[config.mk]
export PLATFORM = sky130hd
export DESIGN_NAME = syn_forward_scoreboard
export DESIGN_NICKNAME = d
export VERILOG_FILES = /design/src/rtl/syn_forward_scoreboard.sv
export SDC_FILE = /design/constraint.sdc
export NUM_CORES = 1
export LEC_CHECK = 0
export CORE_MARGIN = 5
export CORE_UTILIZATION = 54
export DETAILED_ROUTE_END_ITERATION = 6
export MAX_ROUTING_LAYER = met4
export PLACE_DENSITY = 0.84
export SYNTH_ARGS = -nofsm -noshare
export SYNTH_HDL_FRONTEND = slang
export SYNTH_SLANG_ARGS = --single-unit
[constraint.sdc]
create_clock -name clk -period 5.1 [get_ports clk]
set_input_delay 0.765 -clock clk [delete_from_list [all_inputs] [get_ports clk]]
set_output_delay 0.765 -clock clk [all_outputs]
set_load 0.03 [all_outputs]
[src/rtl/syn_forward_scoreboard.sv]
// Forwarding/hazard scoreboard for a short in-order pipeline.
// Tracks the destination register of each in-flight instruction behind ID
// (entry 1 = youngest, entry DEPTH = oldest). For each source operand it
// reports the youngest producer to forward from. It raises a stall when that
// producer is a load whose data is not yet available.
module syn_forward_scoreboard #(
    parameter int DEPTH      = 3,
    parameter int REG_BITS   = 5,
    parameter int LOAD_READY = 2,
    parameter int SEL_BITS   = 2
) (
    input  logic                clk,
    input  logic                rst_n,
    input  logic                en,
    input  logic [REG_BITS-1:0] req_a,
    input  logic [REG_BITS-1:0] req_b,
    input  logic [REG_BITS-1:0] req_w,
    input  logic                w_en_id,
    input  logic                is_load_id,
    input  logic                flush,
    output logic [SEL_BITS-1:0] fwd_sel_a,
    output logic [SEL_BITS-1:0] fwd_sel_b,
    output logic                stall,
    output logic [15:0]         stall_count
);

    // Entry state. The valid bit already folds in the producer's write
    // enable, so a valid entry always denotes a pending register write.
    logic [DEPTH:1]        r_valid;
    logic [DEPTH:1]        r_load;
    logic [REG_BITS-1:0]   r_dest [1:DEPTH];
    logic [15:0]           r_stall_count;

    // Per-entry next values and source matches.
    logic [DEPTH:1]        w_valid_next;
    logic [DEPTH:1]        w_load_next;
    logic [REG_BITS-1:0]   w_dest_next [1:DEPTH];
    logic [DEPTH:1]        w_match_a;
    logic [DEPTH:1]        w_match_b;

    logic [SEL_BITS-1:0]   w_sel_a;
    logic [SEL_BITS-1:0]   w_sel_b;
    logic                  w_late_a;
    logic                  w_late_b;
    logic                  w_hazard;
    logic                  w_stall;
    logic                  w_issue;

    // Register 0 is hard-wired, so a zero source never matches anything.
    logic                  w_src_a_live;
    logic                  w_src_b_live;

    assign w_src_a_live = (req_a != '0);
    assign w_src_b_live = (req_b != '0);

    // The ID instruction enters EX only when it is neither stalled nor
    // squashed; otherwise a bubble is inserted behind the older entries.
    assign w_issue = !w_hazard && !flush;

    genvar gi;
    generate
        for (gi = 1; gi <= DEPTH; gi++) begin : g_entry
            assign w_match_a[gi] = r_valid[gi] && w_src_a_live &&
                                   (r_dest[gi] == req_a);
            assign w_match_b[gi] = r_valid[gi] && w_src_b_live &&
                                   (r_dest[gi] == req_b);

            if (gi == 1) begin : g_head
                assign w_valid_next[gi] = w_issue && w_en_id;
                assign w_load_next[gi]  = w_issue && is_load_id;
                assign w_dest_next[gi]  = req_w;
            end else begin : g_body
                assign w_valid_next[gi] = r_valid[gi-1];
                assign w_load_next[gi]  = r_load[gi-1];
                assign w_dest_next[gi]  = r_dest[gi-1];
            end
        end
    endgenerate

    // Youngest-producer select for operand A: scan oldest to youngest so the
    // smallest matching index is the one left standing.
    always_comb begin
        w_sel_a  = '0;
        w_late_a = 1'b0;
        for (int k = DEPTH; k >= 1; k--) begin
            if (w_match_a[k]) begin
                w_sel_a  = SEL_BITS'(k);
                w_late_a = r_load[k] && (k < LOAD_READY);
            end
        end
    end

    // Youngest-producer select for operand B, same rule as operand A.
    always_comb begin
        w_sel_b  = '0;
        w_late_b = 1'b0;
        for (int k = DEPTH; k >= 1; k--) begin
            if (w_match_b[k]) begin
                w_sel_b  = SEL_BITS'(k);
                w_late_b = r_load[k] && (k < LOAD_READY);
            end
        end
    end

    // A flush discards the ID instruction, so its dependency no longer matters.
    assign w_hazard = w_late_a || w_late_b;
    assign w_stall  = w_hazard && !flush;

    // Advance the scoreboard one stage per enabled cycle; en=0 freezes it.
    always_ff @(posedge clk or negedge rst_n) begin
        if (!rst_n) begin
            r_valid <= '0;
            r_load  <= '0;
            for (int k = 1; k <= DEPTH; k++) begin
                r_dest[k] <= '0;
            end
        end else if (en) begin
            r_valid <= w_valid_next;
            r_load  <= w_load_next;
            for (int k = 1; k <= DEPTH; k++) begin
                r_dest[k] <= w_dest_next[k];
            end
        end
    end

    // Saturating count of enabled stall cycles.
    always_ff @(posedge clk or negedge rst_n) begin
        if (!rst_n) begin
            r_stall_count <= '0;
        end else if (en && w_stall && (r_stall_count != 16'hFFFF)) begin
            r_stall_count <= r_stall_count + 16'd1;
        end
    end

    assign fwd_sel_a   = w_sel_a;
    assign fwd_sel_b   = w_sel_b;
    assign stall       = w_stall;
    assign stall_count = r_stall_count;

endmodule

Word-level counts from Yosys, hierarchy flattened:

Index checks and enable logic that the tools add are counted.

* add/subtract/negate cells: 1
* $mul: 0
* equal/unequal tests: 7
* reductions and logical operators: 23
* divide/modulo/power cells: 0
* shift-type cells: 0
* order comparisons: 0
* bitwise gates (word level): 0
* multiplexer cells: 8

Operators by type and width (count)
* 5-bit == test: 6
* 1-bit logical AND: 18
* 16-bit by 1-bit adder with 16-bit output (second input constant): 1
* 16-bit inequality test (second input constant): 1
* 2-bit 2-to-1 mux: 6
* 5-bit nonzero test: 2
* 1-bit logical NOT: 2
* 1-bit 2-to-1 mux: 2
* 1-bit logical OR: 1

* ROM bits: 0
* input port bits: 21
* latch bits: 0
* memories: 0
* word-level logic and storage cells: 45
* register bits: 35
* memory bits (writable): 0
* output and inout bits: 21

Longest topological paths before layout:

* depth after elaboration: 8
* gate-level depth with buffers: 7
* depth with buffers taken out: 7

Least setup slack after synthesis:

No wires, ideal clock.

* kind: input to output
* from: input req_a[1]
* to: output fwd_sel_a[0]
* stages on the path: 4
* path buffers: 0
* setup slack: 1.774 ns
* required time: 4.335 ns
* arrival time: 2.561 ns
* cells stage by stage: or4_1 -> nor2_1 -> nor4_1 -> o41ai_1

* cells in the longest elaborated chain, start to end: 6
* elaborated cells between the ends (all ways): 13
* those cells by class: eq/ne (3); mux (3); reduce/logical (7)

Ends and longest elaborated chain
* start, declared: RTL line 15 `input logic [REG_BITS-1:0] req_a,`
* 5-bit nonzero test: RTL line 53 `assign w_src_a_live = (req_a != '0);`
* 1-bit logical AND (2 in series): RTL line 63 `assign w_match_a[gi] = r_valid[gi] && w_src_a_live &&`
* 2-bit 2-to-1 mux (2 in series): RTL line 86 `if (w_match_a[k]) begin`
* 2-bit 2-to-1 mux *: RTL line 86
* end, declared: RTL line 21 `output logic [SEL_BITS-1:0] fwd_sel_a,`

Mark *: on every way between the ends. The rest lies on a longest branch, timed or not.

Worst setup path after layout:

* from: input req_a[3]
* to: output stall

* cells in the longest elaborated chain, start to end: 6
* elaborated cells between the ends (all ways): 7
* those cells by class: eq/ne (1); mux (1); reduce/logical (5)

Ends and longest elaborated chain
* 5-bit nonzero test: RTL line 53
* 1-bit logical AND: RTL line 63
* 1-bit logical AND *: RTL line 63
* 1-bit 2-to-1 mux *: RTL line 86
* 1-bit logical OR *: RTL line 106 `assign w_hazard = w_late_a || w_late_b;`
* 1-bit logical AND *: RTL line 107 `assign w_stall = w_hazard && !flush;`
* end, declared: RTL line 23 `output logic stall,`

Marks and branches as above.

==> impl_table.tex <==
\begin{tabular}{lr}
\hline
Metric & Value \\
\hline
\multicolumn{2}{l}{\textbf{Place}} \\
Buffers added on ports & 41 \\
Place WS & 1.05 ns \\
Placed cell area & 2380 sq um \\
Final weighted congestion in routability-driven placement & around 0.84 \\
Sum of net half-perimeters after detailed placement & 3.31 mm \\
\multicolumn{2}{l}{\textbf{CTS}} \\
H-tree levels & 2 \\
\# clock sinks & 35 \\
Post-cts resize count & 0 \\
Number of post-CTS setup repair buffers & 0 \\
Clock transition at the registers of the reported paths & 0.09 ns \\
Clock tree from TritonCTS & yes \\
Root buffer cell & clkbuf\_4 \\
Total clock buffers created by CTS & 5 \\
Clock insertion delay at the later pin of the skew report & 0.34 ns \\
Count of hold buffers inserted by post-cts repair & 0 \\
CTS Buffer Depth & 2 \\
\multicolumn{2}{l}{\textbf{Setup path}} \\
Biggest fanout along the worst timing path & 6 \\
Data arrival time of the critical path & 3.29 ns \\
Reg-to-reg setup timing slack & 2.88 ns \\
Reg2Reg Launch Point & r\_dest[12] \\
Critical register-to-register path endpoint & stall\_count[10] \\
Worst endpoint required time & 4.34 ns \\
Startpoint type of the worst setup path & input pin \\
CP endpoint kind & primary output \\
Worst Path Class, Setup & input pin to primary output \\
Reg2reg path depth & 6 \\
\multicolumn{2}{l}{\textbf{Timing}} \\
Fin. Hold Viols & 0 \\
Max frequency & approximately 250 MHz \\
Slew HR & a little under three quarters \\
Count of final setup violators & 0 \\
Post-Route Setup TNS & 0 ns \\
Slew @ Worst Pin & 0.434 ns \\
Tightest hold margin & 0.532 ns \\
Worst Setup Slack, final & 1.05 ns \\
Number of pins exceeding their max-slew limit in the final report & 0 \\
Unrepaired setup endpoints after global routing & no \\
Clock period minus worst slack & around 4.1 ns \\
Final Cycle Share & 79.4\% \\
Clock Skews & 0.0127 ns \\
\multicolumn{2}{l}{\textbf{Route}} \\
Number of nets with antenna violations after detailed routing & 0 \\
Number of DRC violations after detailed-routing iteration 0 & 122 \\
DR vias & 1472 \\
DRC violation count after routing & 0 \\
Average detailed-routed wire length per instance & 16.7 microns \\
Routed via count divided by cell count & about 5.6 \\
Initial DRT Pass Iterations & 4 \\
Post-Route WL & 4.39 mm \\
\multicolumn{2}{l}{\textbf{Synthesis}} \\
Sequential cell area fraction in the yosys report & a little under half \\
Compound-gate portion of the synthesized area & 4.89\% \\
Number of flip-flops and latches in the synthesized netlist & 35 \\
Yosys top cell area share & 45.6\% \\
Synthesized netlist net count & approximately 190 \\
Per-instance average area after synthesis & 11.3 sq um \\
Total number of yosys warnings & 0 \\
Adder and majority cell fraction of the synthesized area & 0.652\% \\
Post-Synth Simple-Gate Area & 15.9\% \\
Dominant combinational cell family by area after synthesis & XOR/XNOR gates \\
Post-synthesis cell area & 1920 sq um \\
Top cell type by total area after synthesis & dfrtp\_1 \\
Fraction of synthesized cell area in xor and xnor cells & 20.1\% \\
Unique masters post-synth & 28 \\
Gate count of the mapped netlist & between 150 and 200 \\
Largest cells by area after synthesis & dfrtp\_1, xnor2\_1, mux2\_2 \\
Mux cell area share after synthesis & 11.1\% \\
\multicolumn{2}{l}{\textbf{Die}} \\
Placeable core area & about 3400 sq um \\
Number of core rows & 21 \\
Die Y & 69.6 microns \\
Ports & 42 \\
Area of the die & 4850 sq um \\
Effective utilization at floorplan & 56.6\% \\
Overall die width & a little under 70 microns \\
\multicolumn{2}{l}{\textbf{Layout}} \\
Area of combinational cells with multiple inputs & 1010 sq um \\
Number of antenna diodes & 0 \\
Filler Cell Count & between 200 and 250 \\
Sequential cell area & just under 900 sq um \\
Fin area & 2430 sq um \\
Post-synthesis to final-layout area growth & 26.5\% \\
\# nets final & 238 \\
Utilization after layout & a little under three quarters \\
Share of final-layout standard cells stronger than drive strength 1 & 14.3\% \\
\multicolumn{2}{l}{\textbf{Hold path}} \\
Number of instances on the worst hold path & 1 \\
Worst hold path class & flop to flop \\
Endpoint of the worst hold path & stall\_count[5] \\
Startpoint of the most critical hold path & stall\_count[5] \\
\multicolumn{2}{l}{\textbf{Global route}} \\
Number of antenna violations at the first check in global routing & 0 \\
Vias in the first global route & 1565 \\
Maximum number of pins on one net before global-route repair & 36 \\
First-pass GRT wire length & 7.63 mm \\
Overflow after GRT & 0 \\
Overall fraction of global-route tracks in use & between 20\% and 30\% \\
\multicolumn{2}{l}{\textbf{Run status}} \\
Result of the run & finished clean \\
\multicolumn{2}{l}{\textbf{Power}} \\
Pwr Density & $\sim$240 nW/um\^{}2 \\
Static leakage power & roughly 0.94 nW \\
IR drop worst, VDD & 178 uV \\
\multicolumn{2}{l}{\textbf{Run}} \\
Max-Cap Viols & 0 \\
\hline
\end{tabular}
worst max-delay path by stage:
stage | start | to | slack (ns) | cells past startpoint
floorplan | req_a[1] | fwd_sel_a[0] | 1.77 | 4
CTS | req_a[3] | stall | 1.04 | 8
global route | req_a[3] | stall | 0.92 | 8
detailed placement | req_a[3] | stall | 1.05 | 8
global placement | req_a[2] | stall | 1.10 | 8
finish | req_a[3] | stall | 1.05 | 8
logic make-up after synthesis:
group / Yosys count
AND/OR/NAND/NOR: 56
XOR/XNOR: 44
flip-flops: 35
multiplexers: 19
AO/OA/AOI/OAI: 9
buffers and inverters: 6
adder cells (fa/ha/maj): 1
state kept, by name, summed over array words and instances (netlist names):
name	cells
stall_count	16
r_dest	15
r_valid	3
r_load	1
stage by stage:
| stage | std cells | total power, mW |
|---|---|---|
| after floorplan | 170 | 0.397 |
| after global placement | 255 | 0.442 |
| after detailed placement | 255 | 0.445 |
| after CTS | 263 | 0.590 |
| after global routing | 263 | 0.619 |
| final | 263 | 0.585 |
power breakdown:
part	switching, mW	total (mW)	internal [mW]
combinational	0.0455	0.110	0.0648
clock	0.0921	0.146	0.0538
sequential	0.0302	0.329	0.299
layout make-up:
class | instances | area share (%)
well taps | 46 | 2.37
clock buffers | 7 | 1.86
inverters | 2 | 0.309
multi-input cells | 129 | 41.6
flip-flops and latches | 35 | 36.1
repair buffers | 43 | 17.5
clock inverters | 1 | 0.206
metal layers:
layer  GRT usage, %  part of all wire (%)  vias up
li1               -                     -      698
met1           24.5                    44      718
met2           31.9                    49       49
met3           6.23                   5.8        7
met4           6.81                   1.3        0
met5              -                     0        -
placed cells by master, fill, tap and decap left out, types with 3 or more instances in the layout:
master | netlist | routed
nand4_1 | 16 | 16
mux2_2 | 18 | 18
clkbuf_4 | 0 | 5
dfrtp_1 | 35 | 35
or4_1 | 5 | 5
nand2_1 | 12 | 12
nor2_1 | 7 | 7
xor2_1 | 12 | 12
nor3_1 | 3 | 3
clkdlybuf4s50_1 | 0 | 41
nand3_1 | 6 | 6
xnor2_1 | 32 | 32
worst max-delay path, stage by stage:
cell             delay (ns)
clkdlybuf4s50_1        0.58
or4_1                  0.15
nor2_1                 0.06
or4_1                  0.72
nand2_1                0.15
nand2_1                0.07
nor2_1                 0.09
clkdlybuf4s50_1        0.69
synthesized netlist by cell type:
library cell   n
dfrtp_1       35
xnor2_1       32
mux2_2        18
nand4_1       16
nand2_1       12
xor2_1        12
nor2_1         7
nand3_1        6
or4_1          5
nor3_1         3
and2_1         2
buf_2          2
inv_1          2
nor4_1         2
o21a_1         2
o41ai_1        2
a211oi_4       1
a21oi_2        1
a21oi_4        1
a32o_1         1
and2b_1        1
buf_1          1
buf_6          1
ha_1           1
mux2_1         1
nor3b_2        1
o22ai_1        1
or2_2          1
Note: power is estimated with default switching activity, not from simulation.
